--- src/rtl/pipeline_hazard_ctrl_if.sv ---
// pipeline_hazard_ctrl_if: hazard-controller bus between the pipeline (master) and the controller (slave)
interface pipeline_hazard_ctrl_if;
    logic [11:0] id_opcode;
    logic [4:0]  id_rs1_ind;
    logic [4:0]  id_rs2_ind;
    logic [4:0]  ex_rd_ind;
    logic        ex_mem_read;
    logic        ex_branch_taken;
    logic        imem_ready;
    logic        pc_write;
    logic        if_id_write;
    logic        if_flush;
    logic        id_ex_bubble;
    logic [1:0]  state;
    modport master (
        output id_opcode, id_rs1_ind, id_rs2_ind, ex_rd_ind, ex_mem_read, ex_branch_taken, imem_ready,
        input  pc_write, if_id_write, if_flush, id_ex_bubble, state
    );
    modport slave (
        input  id_opcode, id_rs1_ind, id_rs2_ind, ex_rd_ind, ex_mem_read, ex_branch_taken, imem_ready,
        output pc_write, if_id_write, if_flush, id_ex_bubble, state
    );
endinterface

--- src/rtl/pipeline_hazard_ctrl.sv ---
// pipeline_hazard_ctrl: load-use stall, branch redirect and fetch-miss control FSM; HAZARD_PERF_CNT_EN adds stall/flush counters
module pipeline_hazard_ctrl (
    input  logic                       clk,
    input  logic                       rst,
    pipeline_hazard_ctrl_if.slave      bus
`ifdef HAZARD_PERF_CNT_EN
    ,
    output logic [15:0]                stall_cnt,
    output logic [15:0]                flush_cnt
`endif
);
    localparam logic [1:0] RUN        = 2'd0;
    localparam logic [1:0] LU_STALL   = 2'd1;
    localparam logic [1:0] FLUSH      = 2'd2;
    localparam logic [1:0] FETCH_WAIT = 2'd3;

    logic [1:0] st;
    logic [1:0] nxt;
    logic       lu;
    logic       redirect;
    logic       stall;
    logic       miss;

    // hazard classification: redirect and load-use only matter in RUN/FETCH_WAIT, the bubble in EX masks them elsewhere
    always_comb begin
        lu       = bus.ex_mem_read && (bus.ex_rd_ind != 5'd0) &&
                   (bus.ex_rd_ind == bus.id_rs1_ind || bus.ex_rd_ind == bus.id_rs2_ind);
        redirect = (st == RUN || st == FETCH_WAIT) && bus.ex_branch_taken;
        stall    = (st == RUN || st == FETCH_WAIT) && !bus.ex_branch_taken && lu;
        miss     = !redirect && !stall && !bus.imem_ready;
        nxt      = redirect ? FLUSH : stall ? LU_STALL : miss ? FETCH_WAIT : RUN;
    end

    // pipeline controls; reset forces a frozen front end with a bubble into EX
    always_comb begin
        bus.pc_write     = rst && !stall && !miss;
        bus.if_id_write  = rst && !stall;
        bus.if_flush     = rst && (redirect || miss);
        bus.id_ex_bubble = !rst || redirect || stall;
        bus.state        = st;
    end

    // state register
    always_ff @(posedge clk or negedge rst) begin
        if (!rst) st <= RUN;
        else      st <= nxt;
    end

`ifdef HAZARD_PERF_CNT_EN
    // saturating counts of frozen-PC cycles and redirect cycles
    always_ff @(posedge clk or negedge rst) begin
        if (!rst) begin
            stall_cnt <= '0;
            flush_cnt <= '0;
        end else begin
            if (!bus.pc_write && stall_cnt != 16'hFFFF) stall_cnt <= stall_cnt + 16'd1;
            if (redirect && flush_cnt != 16'hFFFF) flush_cnt <= flush_cnt + 16'd1;
        end
    end
`endif
endmodule

--- src/flat_wrapper.sv ---
// flat-port wrapper written by rule: the top's interface ports become plain ports
module pipeline_hazard_ctrl_flat 
  (clk, rst, bus_id_opcode, bus_id_rs1_ind, bus_id_rs2_ind, bus_ex_rd_ind, bus_ex_mem_read, bus_ex_branch_taken, bus_imem_ready, bus_pc_write, bus_if_id_write, bus_if_flush, bus_id_ex_bubble, bus_state);
  pipeline_hazard_ctrl_if bus_i ();
  input  logic clk;
  input  logic rst;
  input wire logic [$bits(bus_i.id_opcode)-1:0] bus_id_opcode;
  input wire logic [$bits(bus_i.id_rs1_ind)-1:0] bus_id_rs1_ind;
  input wire logic [$bits(bus_i.id_rs2_ind)-1:0] bus_id_rs2_ind;
  input wire logic [$bits(bus_i.ex_rd_ind)-1:0] bus_ex_rd_ind;
  input wire logic [$bits(bus_i.ex_mem_read)-1:0] bus_ex_mem_read;
  input wire logic [$bits(bus_i.ex_branch_taken)-1:0] bus_ex_branch_taken;
  input wire logic [$bits(bus_i.imem_ready)-1:0] bus_imem_ready;
  output wire logic [$bits(bus_i.pc_write)-1:0] bus_pc_write;
  output wire logic [$bits(bus_i.if_id_write)-1:0] bus_if_id_write;
  output wire logic [$bits(bus_i.if_flush)-1:0] bus_if_flush;
  output wire logic [$bits(bus_i.id_ex_bubble)-1:0] bus_id_ex_bubble;
  output wire logic [$bits(bus_i.state)-1:0] bus_state;
  assign bus_i.id_opcode = bus_id_opcode;
  assign bus_i.id_rs1_ind = bus_id_rs1_ind;
  assign bus_i.id_rs2_ind = bus_id_rs2_ind;
  assign bus_i.ex_rd_ind = bus_ex_rd_ind;
  assign bus_i.ex_mem_read = bus_ex_mem_read;
  assign bus_i.ex_branch_taken = bus_ex_branch_taken;
  assign bus_i.imem_ready = bus_imem_ready;
  assign bus_pc_write = bus_i.pc_write;
  assign bus_if_id_write = bus_i.if_id_write;
  assign bus_if_flush = bus_i.if_flush;
  assign bus_id_ex_bubble = bus_i.id_ex_bubble;
  assign bus_state = bus_i.state;
  pipeline_hazard_ctrl u_core (.clk(clk), .rst(rst), .bus(bus_i));
endmodule
--- config.mk ---
export PLATFORM = sky130hd
export DESIGN_NAME = pipeline_hazard_ctrl_flat
export DESIGN_NICKNAME = d
export VERILOG_FILES = /design/src/rtl/pipeline_hazard_ctrl_if.sv /design/src/rtl/pipeline_hazard_ctrl.sv /design/src/flat_wrapper.sv
export SDC_FILE = /design/constraint.sdc
export NUM_CORES = 1
export LEC_CHECK = 0
export CORE_MARGIN = 5
export CORE_UTILIZATION = 21
export CTS_CLUSTER_SIZE = 40
export DETAILED_ROUTE_END_ITERATION = 8
export GPL_ROUTABILITY_DRIVEN = 0
export PLACE_DENSITY = 0.71
export SYNTH_ARGS = -nofsm -noshare
export SYNTH_HDL_FRONTEND = slang
export SYNTH_SLANG_ARGS = --single-unit
--- constraint.sdc ---
create_clock -name clk -period 1.23 [get_ports clk]
set_clock_uncertainty 0.2 [all_clocks]
set_input_delay 0.1845 -clock clk [delete_from_list [all_inputs] [get_ports clk]]
set_output_delay 0.1845 -clock clk [all_outputs]
set_load 0.01 [all_outputs]
## Yosys cells after proc, flatten, opt, wreduce, memory -nomap -nowiden

Index checks and enable logic that the tools add are counted.

| word-level totals | value |
|---|---|
| register bits after elaboration | 2 |
| output and inout bits | 6 |
| bits of input ports | 32 |

| cells by class | value |
|---|---|
| muxes and demuxes | 3 |
| eq/ne operators | 3 |
| reduce and logical (&&, ||, !) cells | 23 |

Operators with widths:

| kind | number |
|---|---|
| == test 5 bit | 2 |
| logical AND 1 bit | 10 |
| logical NOT 1 bit | 6 |
| 2-to-1 mux 2 bit | 3 |
| logical OR 1 bit | 5 |
| nonzero test 5 bit | 1 |
| == test 2 bit, second input constant | 1 |
| logical NOT 2 bit | 1 |

## Longest topological paths before layout

| depth | value |
|---|---|
| word-level depth | 10 |
| gate-level depth with buffers | 4 |
| depth with buffers taken out | 4 |

## Worst setup path after synthesis

OpenSTA, ideal clock, no wires.

| timing | value |
|---|---|
| path kind | flip-flop to output port |
| start point | register u_core.st[1], in the netlist u_core.bus.state[1] |
| end point | output port bus_if_flush |
| cell stages (with the launch flop) | 4 |
| buffers on the path | 0 |
| arrival | 1099 ps |
| slack | -254 ps |
| cell sequence | dfrtp_1 xnor2_1 and4b_4 a221oi_2 |

| on the way | value |
|---|---|
| word-level cells in the longest chain between the ends | 9 |

Ends and longest elaborated chain:

| element | line | text |
|---|---|---|
| start, declared | pipeline_hazard_ctrl.sv:17 | `logic [1:0] st;` |
| start signal, assigned | pipeline_hazard_ctrl.sv:46 | `else st <= nxt;` |
| == test 2 bit or logical NOT 2 bit (tied branches) | pipeline_hazard_ctrl.sv:28, pipeline_hazard_ctrl.sv:29 |  |
| logical OR 1 bit (*) | pipeline_hazard_ctrl.sv:28, pipeline_hazard_ctrl.sv:29 |  |
| logical AND 1 bit (2 in series) | pipeline_hazard_ctrl.sv:29 | `stall = (st == RUN \|\| st == FETCH_WAIT) && !bus.ex_branch_taken && lu;` |
| logical NOT 1 bit | pipeline_hazard_ctrl.sv:30 | `miss = !redirect && !stall && !bus.imem_ready;` |
| logical AND 1 bit (2 in series) | pipeline_hazard_ctrl.sv:30 |  |
| logical OR 1 bit (*) | pipeline_hazard_ctrl.sv:38 | `bus.if_flush = rst && (redirect \|\| miss);` |
| logical AND 1 bit (*) | pipeline_hazard_ctrl.sv:38 |  |
| end, declared | flat_wrapper.sv:16 | `output wire logic [$bits(bus_i.if_flush)-1:0] bus_if_flush;` |

Every way passes the cells marked *; elsewhere a longest branch is shown, timed or not.

## Final worst setup path

| timing | value |
|---|---|
| start point | register u_core.st[0], in the netlist u_core.bus.state[0] |
| end point | output port bus_if_flush |

The elaborated chain is that of the path after synthesis.

==> out/summary.md <==
The run finished, with violations left. The checks that failed: setup timing. The most instantiated library cell after synthesis was xnor2_1. The layout has 134 filler cells. The basic-gate share of the synthesized area counting and, or, nand and nor cells is 0.2252.

The number of hold violations in the final report is 0, and the synthesized area per cell is 8.417 sq um. The tools report the peak supply drop as 0.5041 mV. For this design the ratio of total power to cell area is 742.0 mW/mm^2. The logs give 1366 um for the wire length of the first global-routing pass and 5 for the pin count of the biggest net entering global routing. The switching part of the total was 0.3057; the number of design-rule violations left by the first detailed-router iteration was 7.

Post-route total power: 0.4354 mW. 0 antenna diodes ended up in the layout. For this block, the routed nets add up to 849 um of wire. The adder-cell share of the synthesized area was 0. The dominant combinational cell family by area after synthesis was XOR/XNOR gates. The HPWL after detailed placement was 768.1 um.

The slew at the pin with the worst max-slew slack works out to 0.2813 ns. In this run the clock root is driven by a clkbuf_4. The proportion of layout cells with a drive suffix above 1 was 0.2698; the clock insertion delay at the later pin of the skew report was 0.22 ns. Relative contribution of the clock network to total power: 0.320. Buffers inserted during clock tree synthesis total 3.

For the total overflow reported by the global router, the log shows 0. Relative to the synthesized area, the layout overhead comes to 111.3%. The number of levels the H-tree was split into was 1; the headroom to the max-slew limit was 0.8125.

The area enclosed by the die boundary was 0.002150 sq mm. The core region is 0.001269 sq mm. The die is 46.37 um tall. Setup violations remaining at the end of the flow were counted as 7.

The logs give 38 for the top-level I/O count and 348 for the via count. The average wire per standard cell is 10.88 um, and the count of unresolved DRC violations after routing is 0. The number of storage elements in the synthesis netlist is 2, and the largest fanout on the critical path is 3. In the final layout, flip-flops and latches occupy 50.05 sq um.

The category of the critical setup timing path is flip-flop to output port. The type of element capturing the critical path was an output port. The net count of the finished layout is 97.

Static leakage: 0.2477 nW. The number of antenna violations at the first check in global routing was 0. The commonest cells after synthesis are xnor2_1, nand2_1, dfrtp_1, nand3_1. Max-cap violations in this run came to 0.

The x dimension of the die came out at 46.37 um. Before antenna repair, the detailed router went through 3 iterations. Global-route total usage across every layer: 0.08782. By area the synthesized netlist is led by xnor2_1, dfrtp_1, a221oi_2. The top-area cell type share of the netlist area was 0.3468.

The sequential power share came out at 0.188. The multi-input combinational cells in the finished layout cover a total of 261.5 sq um. The type of the tightest min-delay check is input pin to async pin. TritonCTS built the clock tree. The gate count after technology mapping is 33, and the switching power total is 0.1331 mW. The count of buffers added on input and output ports is 25. The ratio of routed vias to standard cells is 4.462, and the via count of the first global-routing pass is 368. The cell area that synthesis handed to floorplanning was 277.8 sq um.

The CTS sink count is 2, and the highest clock frequency the design can meet is 560.6 MHz. After routing, the total negative slack on setup checks comes to -2.245 ns. After clock tree synthesis, the clock-pin slew on the worst setup and hold paths is 0.03 ns. The post-synthesis mux area share was 0; the yosys synthesis warning count was 0. The tools report the least setup slack across all paths after layout as -0.5537 ns.

The run gives 0 as the total count of max-transition violations in the final report. The worst setup path is launched from a flip-flop. Synthesis instantiated 18 different standard cells from the library.

The logs give 0.1802 for the sequential fraction of the synthesis area and 0.4625 for the final cell utilization of the core. Yosys mapped a number of flops with a built-in enable equal to 0. Internal power comes to 0.3023 mW. Counting along the longest clock path gives a buffer depth of 2. The register with the most flip-flops in the layout has 2 of them.

The minimum period implied by the final worst setup slack works out to 1.784 ns. The logs give 13 for the count of standard-cell rows and 65 for the net count after synthesis. The run gives 0.2189 as the initial cell density of the core. The number of cells on the worst reg-to-reg path is 3. The main flop type after synthesis is dfrtp_1. Setup repair after global routing could not meet its margin everywhere.

The run gives 0 as the residual antenna-violating net count after detailed routing. The cell type with the largest total area after synthesis is xnor2_1. The part of the cycle the worst path needs is 1.450, and the async set or reset register ratio after synthesis is 1.000. STA puts the critical path data arrival time at 1.40 ns. The relative contribution of combinational cells to total power is 0.492, and the compound-cell area share of the yosys netlist is 0.2342.

The fraction of synthesized cell area in xor and xnor cells was 0.3468. Data on the critical path is required at its endpoint by 0.85 ns.
-- critical path, cell delays in order, from the launching register on --
cell	delay, ns
dfrtp_1	0.40
xnor2_2	0.16
and4b_4	0.21
a221oi_4	0.24
buf_2	0.16
-- layout by cell type (no fill, tap or decap), types with 2 or more instances in the layout --
cell type / count
clkdlybuf4s50_1: 4
nand2_1: 3
buf_6: 2
dlygate4sd2_1: 16
nand3_1: 2
buf_2: 4
clkbuf_4: 3
xnor2_1: 10
dfrtp_1: 2
-- logic make-up (layout without fill, tap and decap cells) --
family,count (synthesis),after routing
compound gates,8,8
simple gates,11,11
flops,2,2
xor+xnor,11,11
buf+inv,1,31
-- power by group through the flow --
stage               clock, mW  sequential, mW  combinational, mW
finish                  0.139          0.0819              0.214
global route            0.148          0.0824              0.235
CTS                     0.145          0.0813              0.211
detailed placement          0          0.0800              0.224
global placement            0          0.0790              0.224
floorplan                   0          0.0831             0.0960
-- worst paths after layout --
path / endpoint / startpoint / slack (ns)
hold reg to reg: u_core.bus.state[1]$_DFF_PN0_ / u_core.bus.state[1]$_DFF_PN0_ / 0.52
setup reg to reg: u_core.bus.state[1]$_DFF_PN0_ / u_core.bus.state[1]$_DFF_PN0_ / -0.09
setup / recovery: bus_if_flush / u_core.bus.state[0]$_DFF_PN0_ / -0.55
max in group asynchronous: u_core.bus.state[1]$_DFF_PN0_ / rst / 0.66
min in group clk: u_core.bus.state[0]$_DFF_PN0_ / bus_id_rs2_ind[1] / 0.41
hold / removal: u_core.bus.state[0]$_DFF_PN0_ / rst / 0.07
-- timing repair --
item                       in CTS  in global routing
setup endpoints to repair       8                  8
setup buffers                   1                  0
hold buffers                    0                  0
pin swaps                      20                  5
gates resized for setup        41                  3
gates cloned                    0                  0
-- routing by layer --
metal / share of wire / track usage / wire length (um) / vias to the layer above
met5: 0 / 0 / 0 / -
met2: 0.49 / 0.1374 / 416 / 11
met1: 0.41 / 0.09931 / 352 / 154
li1: - / - / - / 183
met4: 0 / 0.05114 / 0 / 0
met3: 0.095 / 0.03516 / 81 / 0
-- cell type report --
cell class | instances | area share
Tap cell | 15 | 0.03198
Clock buffer | 3 | 0.03838
Multi-Input combinational cell | 30 | 0.4456
Inverter | 1 | 0.006397
Timing Repair Buffer | 27 | 0.3923
Sequential cell | 2 | 0.08529
-- per-stage QoR --
stage / setup slack (ns) / hold WS [ns] / std cells / instance area, sq um
6_report: -0.5537 / 0.07377 / 78 / 586.8
5_1_grt: -0.6212 / 0.08717 / 78 / 586.8
4_1_cts: -0.5583 / 0.07079 / 78 / 573.1
3_5_place_dp: -1.157 / 0.2974 / 74 / 565.5
3_3_place_gp: -1.152 / 0.3044 / 74 / 565.5
2_1_floorplan: -0.2318 / -0.3111 / 33 / 289.0
No activity file was read; power rests on OpenSTA's default activity.
